==> src/rtl/systolic_job_scheduler.sv <==
// systolic_job_scheduler: queues matrix-multiply descriptors and launches them one at a time into the systolic controller under a watchdog.
module systolic_job_scheduler #(
  parameter int N              = 4,
  parameter int DEPTH          = 4,
  parameter int TIMEOUT_CYCLES = 1024
) (
  input  logic                         clk,
  input  logic                         rst_n,
  input  logic                         push_valid,
  output logic                         push_ready,
  input  logic [11:0]                  push_addr_a,
  input  logic [11:0]                  push_addr_b,
  input  logic [11:0]                  push_addr_c,
  input  logic [3:0]                   push_n,
  output logic                         push_err,
  input  logic                         acc_idle,
  output logic                         acc_start,
  output logic [11:0]                  acc_addr_a,
  output logic [11:0]                  acc_addr_b,
  output logic [11:0]                  acc_addr_c,
  output logic [3:0]                   acc_n,
  output logic                         busy,
  output logic [7:0]                   jobs_done,
  output logic                         timeout,
  output logic [$clog2(DEPTH+1)-1:0]   queue_count
);
  localparam int AW = $clog2(DEPTH);
  localparam int CW = $clog2(DEPTH + 1);
  localparam int WW = $clog2(TIMEOUT_CYCLES + 1);
  localparam logic [2:0] IDLE = 3'd0, LAUNCH = 3'd1, WAIT_ACK = 3'd2, RUN = 3'd3, DONE = 3'd4, HALT = 3'd5;

  logic [2:0]    state_q, state_d;
  logic [AW-1:0] wr_q, rd_q;
  logic [CW-1:0] cnt_q;
  logic [WW-1:0] wd_q, wd_d;
  logic [39:0]   mem_q [DEPTH];
  logic [39:0]   acc_q;
  logic [7:0]    done_q;
  logic          err_q;
  logic          n_ok, push_go, pop, launch_go, wd_hit;

  assign push_ready = cnt_q != CW'(DEPTH);
  assign n_ok       = push_n != 4'd0 && push_n <= 4'(N);
  assign push_go    = push_valid && push_ready && n_ok;
  assign pop        = state_q == LAUNCH;
  assign launch_go  = state_q == IDLE && cnt_q != '0 && acc_idle;
  // the watchdog spans WAIT_ACK and RUN together; the normal transition wins a tie
  assign wd_hit     = wd_q + WW'(1) == WW'(TIMEOUT_CYCLES);

  always_comb begin
    state_d = state_q;
    wd_d    = wd_q;
    case (state_q)
      IDLE:     state_d = launch_go ? LAUNCH : IDLE;
      LAUNCH: begin
        state_d = WAIT_ACK;
        wd_d    = '0;
      end
      WAIT_ACK: begin
        wd_d    = wd_q + WW'(1);
        state_d = !acc_idle ? RUN : wd_hit ? HALT : WAIT_ACK;
      end
      RUN: begin
        wd_d    = wd_q + WW'(1);
        state_d = acc_idle ? DONE : wd_hit ? HALT : RUN;
      end
      DONE:     state_d = IDLE;
      HALT:     state_d = HALT;
      default:  state_d = IDLE;
    endcase
  end

  always_ff @(posedge clk or negedge rst_n) begin
    if (!rst_n) begin
      state_q <= IDLE;
      wr_q    <= '0;
      rd_q    <= '0;
      cnt_q   <= '0;
      wd_q    <= '0;
      acc_q   <= '0;
      done_q  <= '0;
      err_q   <= 1'b0;
    end else begin
      state_q <= state_d;
      wd_q    <= wd_d;
      err_q   <= push_valid && push_ready && !n_ok;
      cnt_q   <= cnt_q + CW'(push_go) - CW'(pop);
      if (push_go) wr_q <= wr_q + AW'(1);
      if (pop) rd_q <= rd_q + AW'(1);
      if (launch_go) acc_q <= mem_q[rd_q];
      if (state_q == DONE) done_q <= done_q + 8'd1;
    end
  end

  always_ff @(posedge clk) begin
    if (push_go) mem_q[wr_q] <= {push_addr_a, push_addr_b, push_addr_c, push_n};
  end

  assign {acc_addr_a, acc_addr_b, acc_addr_c, acc_n} = acc_q;
  assign acc_start   = state_q == LAUNCH;
  assign busy        = state_q == LAUNCH || state_q == WAIT_ACK || state_q == RUN || state_q == DONE;
  assign timeout     = state_q == HALT;
  assign jobs_done   = done_q;
  assign push_err    = err_q;
  assign queue_count = cnt_q;
endmodule

==> config.mk <==
export PLATFORM = sky130hd
export DESIGN_NAME = systolic_job_scheduler
export DESIGN_NICKNAME = d
export VERILOG_FILES = /design/src/rtl/systolic_job_scheduler.sv
export SDC_FILE = /design/constraint.sdc
export NUM_CORES = 1
export LEC_CHECK = 0
export BUFFER_PORTS_ARGS = -buffer_cell sky130_fd_sc_hd__buf_2
export CORE_AREA = 3 3 154 156
export CTS_BUF_LIST = sky130_fd_sc_hd__clkbuf_16
export DETAILED_ROUTE_END_ITERATION = 12
export DIE_AREA = 0 0 157 159
export MAX_ROUTING_LAYER = met4
export PLACE_DENSITY = 0.56
export SYNTH_ARGS = -nofsm -noshare
export SYNTH_HDL_FRONTEND = slang
export SYNTH_SLANG_ARGS = --single-unit
==> constraint.sdc <==
create_clock -name clk -period 2.81 [get_ports clk]
set_clock_uncertainty 0.05 [all_clocks]
set_input_delay 0.281 -clock clk [delete_from_list [all_inputs] [get_ports clk]]
set_output_delay 0.281 -clock clk [all_outputs]
set_load 0.02 [all_outputs]
# Yosys cells after proc, flatten, opt, wreduce, memory -nomap -nowiden
# Memory sizes are Yosys's and may differ from the RTL's. A register that Yosys moved wholly into a read port is not among the register bits.
# Index checks and enable logic that the tools add are counted.
# W data, S select, Z words.
# classes
n_addsub,6
n_lt_le_gt_ge,1
eq_ne,7
mux,9
n_reduce_logical,16
# ops
operator,n
$pmux W11 S2,1
$pmux W3 S5,1
$mux W3,4
$add A11 B1 Y11 const B,1
$eq A11 B11 Y1 const B,1
$add A8 B1 Y8 const B,1
$eq A3 B2 Y1 const B,2
$eq A3 B3 Y1 const B,2
$logic_and A1 B1 Y1,6
$add A2 B1 Y2 const B,2
$le A4 B3 Y1 const B,1
$reduce_bool A4 Y1,1
$add A3 B1 Y3,1
$eq A3 B1 Y1 const B,1
$logic_not A3 Y1,1
$logic_or A1 B1 Y1,3
$mux W1,3
$ne A3 B3 Y1 const B,1
$reduce_bool A3 Y1,1
$sub A3 B1 Y3,1
$logic_not A1 Y1,2
$reduce_bool A2 Y1,1
$reduce_or A2 Y1,1
# totals
register_bits,30
ram_bits,160
in_bits,44
out_inout_bits,56
elab_cells,47
mem_count,1
# mem_list
memory,words,word_bits,read_ports,rd_ports_with_merged_regs,wr,line_no,source
mem_q,4,40,1,1,1,36,logic [39:0] mem_q [DEPTH];

# Longest topological paths before layout
# depth
depth_word,5
ltp_mapped,11

# Least setup slack after synthesis
# OpenSTA, ideal clock, no wires.
# synth_timing
path_type,reg2reg
start,reg cnt_q[1] (netlist: queue_count[1])
end,mem mem_q[2][0] (enable)
setup_ns,0.401
t_arrival_ns,2.182
required_time_ns,2.359
slack_ns,0.177
stages_incl_launch_ff,6
n_path_buf,0
synth_period_minus_slack_ns,2.633
cell_sequence,dfrtp_1 -> nor2_1 -> nand2_1 -> nand2_1 -> nor3_2 -> and2_1
# synth_between
elab_chain_len,5
# synth_lines
element,line_no,source
"start, declared",34,logic [CW-1:0] cnt_q;
"start signal, assigned",87,cnt_q <= cnt_q + CW'(push_go) - CW'(pop);
$ne A3 B3 Y1,42,assign push_ready = cnt_q != CW'(DEPTH);
named net push_ready,10,"output logic push_ready,"
$logic_and A1 B1 Y1 (2 in series),44,assign push_go = push_valid && push_ready && n_ok;
$mux W1,96,"if (push_go) mem_q[wr_q] <= {push_addr_a, push_addr_b, push_addr_c, push_n};"
$mux W1 (implied by the code),96,
"end, declared",36,
# The timed path passes the listed nets, and every way through them passes these cells.

# Worst setup path after layout
# layout_timing
start,in push_n[1]
end,reg cnt_q[2] (netlist: queue_count[2])
# layout_between
elab_chain_len,5
# layout_lines
element,line_no,source
"start, declared",14,"input logic [3:0] push_n,"
$le A4 B3 Y1 or $reduce_bool A4 Y1 (tied branches),43,assign n_ok = push_n != 4'd0 && push_n <= 4'(N);
$logic_and A1 B1 Y1 *,43,
$logic_and A1 B1 Y1 *,44,
$add A3 B1 Y3 *,87,
$sub A3 B1 Y3 *,87,
# Mark *: on every way between the ends. The rest lies on a longest branch, timed or not.
# A chain may end at the register's enable or synchronous reset.

==> run_results.csv <==
group,metric,value,unit
outcome,status,"complete, no violations",
drt,post_drt_wl_per_cell,19.3,um
drt,ant_nets,0,
pwr,static_power_due_to_leakage,4.11,nW
die,row_count,55,
sta,final.setup.tns,0,ns
sta,fin_crit,2.33,ns
die,starting_density,0.396,
yosys,post_synth_num_cell_types,41,
cts,clock_latency,0.51,ns
cts,post_cts_resized,0,
final_layout,synthToLayoutAreaGrowth,23.9,%
pwr,worst_ir_drop_vdd,0.602,mV
sta,maxSlewViolCount,0,
sta,rsz0062_at_grt,"false",
setup_path,cp_data_required_time,3.19,ns
final_layout,total_nets_final,680,
global_routing,global_route.overflow_total,0,
yosys,synthDominantAreaCellType,"edfxtp_1",
cts,max-clock-path-buffers,3,
yosys,synthCells,465,
yosys,synth_enable_flop_cells,160,
sta,hold_viol,0,
final_layout,finish.instance_area,11000,um^2
sta,postLayoutSetupSlackWorst,0.476,ns
yosys,mappedNetlistNets,518,
hold_path,min-delay-path-class,"primary input to register",
drt,drt_first_iter_violations,279,
yosys,synth_flop_cell,"edfxtp_1",
setup_path,critPathMaxFanout,5,
yosys,synth_most_common_cell,"edfxtp_1",
cts,clock_tree_sinks,230,
cts,cts_bufs_inserted,25,
die,chip_height,159,um
cts,worst_setup_hold_path_clk_slew,0.06,ns
place,post_dp_cell_area,9830,um^2
drt,route.final.wire_length,18.0,mm
sta,max_clock_freq,0.428,GHz
place,buffer_ports.inserted,99,
die,core,22500,um^2
place,routabilityCongestion,0.891,
pwr,p_per_area,986,nW/um^2
drt,vias,4765,
cts,cts_tree,"done",
final_layout,num_antenna_cells,0,
yosys,post_synth_most_frequent_cells,"edfxtp_1, dfrtp_1, mux4_2",
die,die_w,157,um
yosys,yosysSeqAreaShare,0.735,
run,drv.max_cap_violation_count,0,
place,place_hpwl,11.0,mm
die,num_io_pins,100,
yosys,netlist_top_cells_area,"edfxtp_1, dfrtp_1, mux4_2, mux2_2, ha_1",
drt,post_drt_via_cell_ratio,5.12,
yosys,syn-cell-area,8920,um^2
final_layout,fillers,1885,
sta,final.period_utilization,0.831,
sta,fin_hold_ws,0.0388,ns
yosys,ys_async_sr_fraction,0.304,
yosys,synth_area_per_cell,19.2,um^2
yosys,synth_seq_cells,230,
yosys,synth_largest_type_area_fraction,0.539,
sta,slew-limit-headroom,0.443,
sta,worst_slew_pin_slew,0.836,ns
die,die_area,25000,um^2
global_routing,grt_pass1_vias,5110,
cts,number_of_h_tree_levels,1,
setup_path,kind_of_start_point_of_the_critical_path,"primary input",
final_layout,final_layout_size_suffix_gt1_frac,0.376,
place,preCtsSetupSlack,0.516,ns
yosys,synth.yosys.warnings,0,
setup_path,critPathArrivalTime,2.71,ns
setup_path,setup.worst_path.end_class,"register",
cts,post_cts.repair.setup_buffers,0,
global_routing,grt_start_max_net_pins,58,
cts,clock_tree.root_cell,"clkbuf_16",
sta,setup-violations-final,0,
drt,drt_pre_antenna_iters,6,
drt,route.detailed.drc,0,
cts,cts-hold-fix-buffers,41,
setup_path,worstSetupPathType,"primary input to register",
global_routing,grt_pass1_wl,29.0,mm
global_routing,grt_use_total,0.152,
global_routing,antenna_found_initial,0,
-- sequential cells by signal, summed over array words and instances, names as in the netlist --
signal,count
state_q,3
jobs_done,8
wd_q,11
push_err,1
mem_q,160
acc_q,40
wr_q,2
queue_count,3
rd_q,2
-- stage by stage --
step | utilization | instances | total power, mW
5_1_grt | 0.491 | 931 | 11.5
2_1_floorplan | - | 465 | 6.80
6_report | 0.491 | 931 | 10.9
4_1_cts | 0.491 | 931 | 11.1
3_5_place_dp | 0.437 | 844 | 7.83
3_3_place_gp | 0.437 | 844 | 7.76
-- worst max-delay path, stage by stage --
cell and delay [ns]:
dlygate4sd3_1 0.53, buf_2 0.15, nor2_1 0.14, xor2_1 0.14, nor3_2 0.19, inv_1 0.07, ha_1 0.28, inv_1 0.04
ha_1 0.18, fa_1 0.38, xnor2_1 0.19, xnor2_1 0.13
-- cell families (layout without fill, tap and decap cells) --
kind of cell             Yosys count  in the layout  share of synthesized area
XOR/XNOR                          17             17                     0.0167
buffers and inverters             31            212                     0.0184
adder cells (fa/ha/maj)            9              9                     0.0135
AO/OA/AOI/OAI                     34             34                     0.0272
multiplexers                      82             82                      0.154
AND/OR/NAND/NOR                   62             62                     0.0349
flip-flops                       230            230                      0.735
-- power by group --
part / internal (mW) / leakage, nW / switching, mW
clock network: 1.89 / 0.398 / 1.26
registers: 4.21 / 2.31 / 0.467
logic: 1.46 / 1.41 / 1.61
total: 7.56 / 4.11 / 3.34
-- path summary, 6_finish.rpt --
path	from	slack [ns]	depth (start not counted)	endpoint
max	push_n[1]	0.48	12	queue_count[2]
min	push_valid	0.04	3	push_err
max reg2reg	state_q[0]	0.52	9	queue_count[2]
min reg2reg	jobs_done[7]	0.43	1	jobs_done[7]
max in group asynchronous	rst_n	1.68	3	jobs_done[1]
min in group asynchronous	rst_n	0.38	2	acc_q[22]
-- placed cells by master (no fill, tap or decap), types with 2 or more instances in the layout --
cell,synthesis,routed
and3_1,2,2
nand4_1,4,4
clkbuf_16,0,25
clkinv_2,0,4
o31ai_1,2,2
nor3_1,4,4
nor3_4,1,2
mux4_2,40,40
mux2_2,38,38
buf_4,2,13
a31oi_1,4,4
o41ai_1,2,2
o41ai_2,2,2
a21oi_1,3,3
clkinv_1,0,7
dlygate4sd3_1,0,41
bufinv_16,0,3
xor2_1,6,6
xnor2_1,11,11
clkinvlp_4,0,3
nor2_1,12,12
nand3_1,9,9
and2_2,0,4
buf_12,0,4
mux2_1,4,4
o21ai_1,2,2
buf_2,8,98
dfrtp_1,70,68
edfxtp_1,160,160
ha_1,8,8
inv_1,9,12
o21ai_0,14,14
nand2_1,20,20
-- cell type report --
type                            instances  area, um^2  share of cell area
Clock inverter                         21         179              0.0162
Clock buffer                           25         626              0.0566
Sequential cell                       230        6560               0.594
Timing Repair Buffer                  156        1080              0.0976
Inverter                               10        37.5             0.00340
Multi-Input combinational cell        204        2210               0.200
Tap cell                              285         357              0.0323
-- metal layers --
| metal | part of all wire | up-vias | track usage | wire [um] |
|---|---|---|---|---|
| met5 | 0 | - | - | 0 |
| met1 | 0.46 | 2456 | 0.210 | 8200 |
| li1 | - | 2153 | - | - |
| met4 | 0.027 | 0 | 0.0374 | 484 |
| met2 | 0.47 | 119 | 0.235 | 8510 |
| met3 | 0.043 | 37 | 0.0264 | 765 |
No activity file was read; power rests on OpenSTA's default activity.
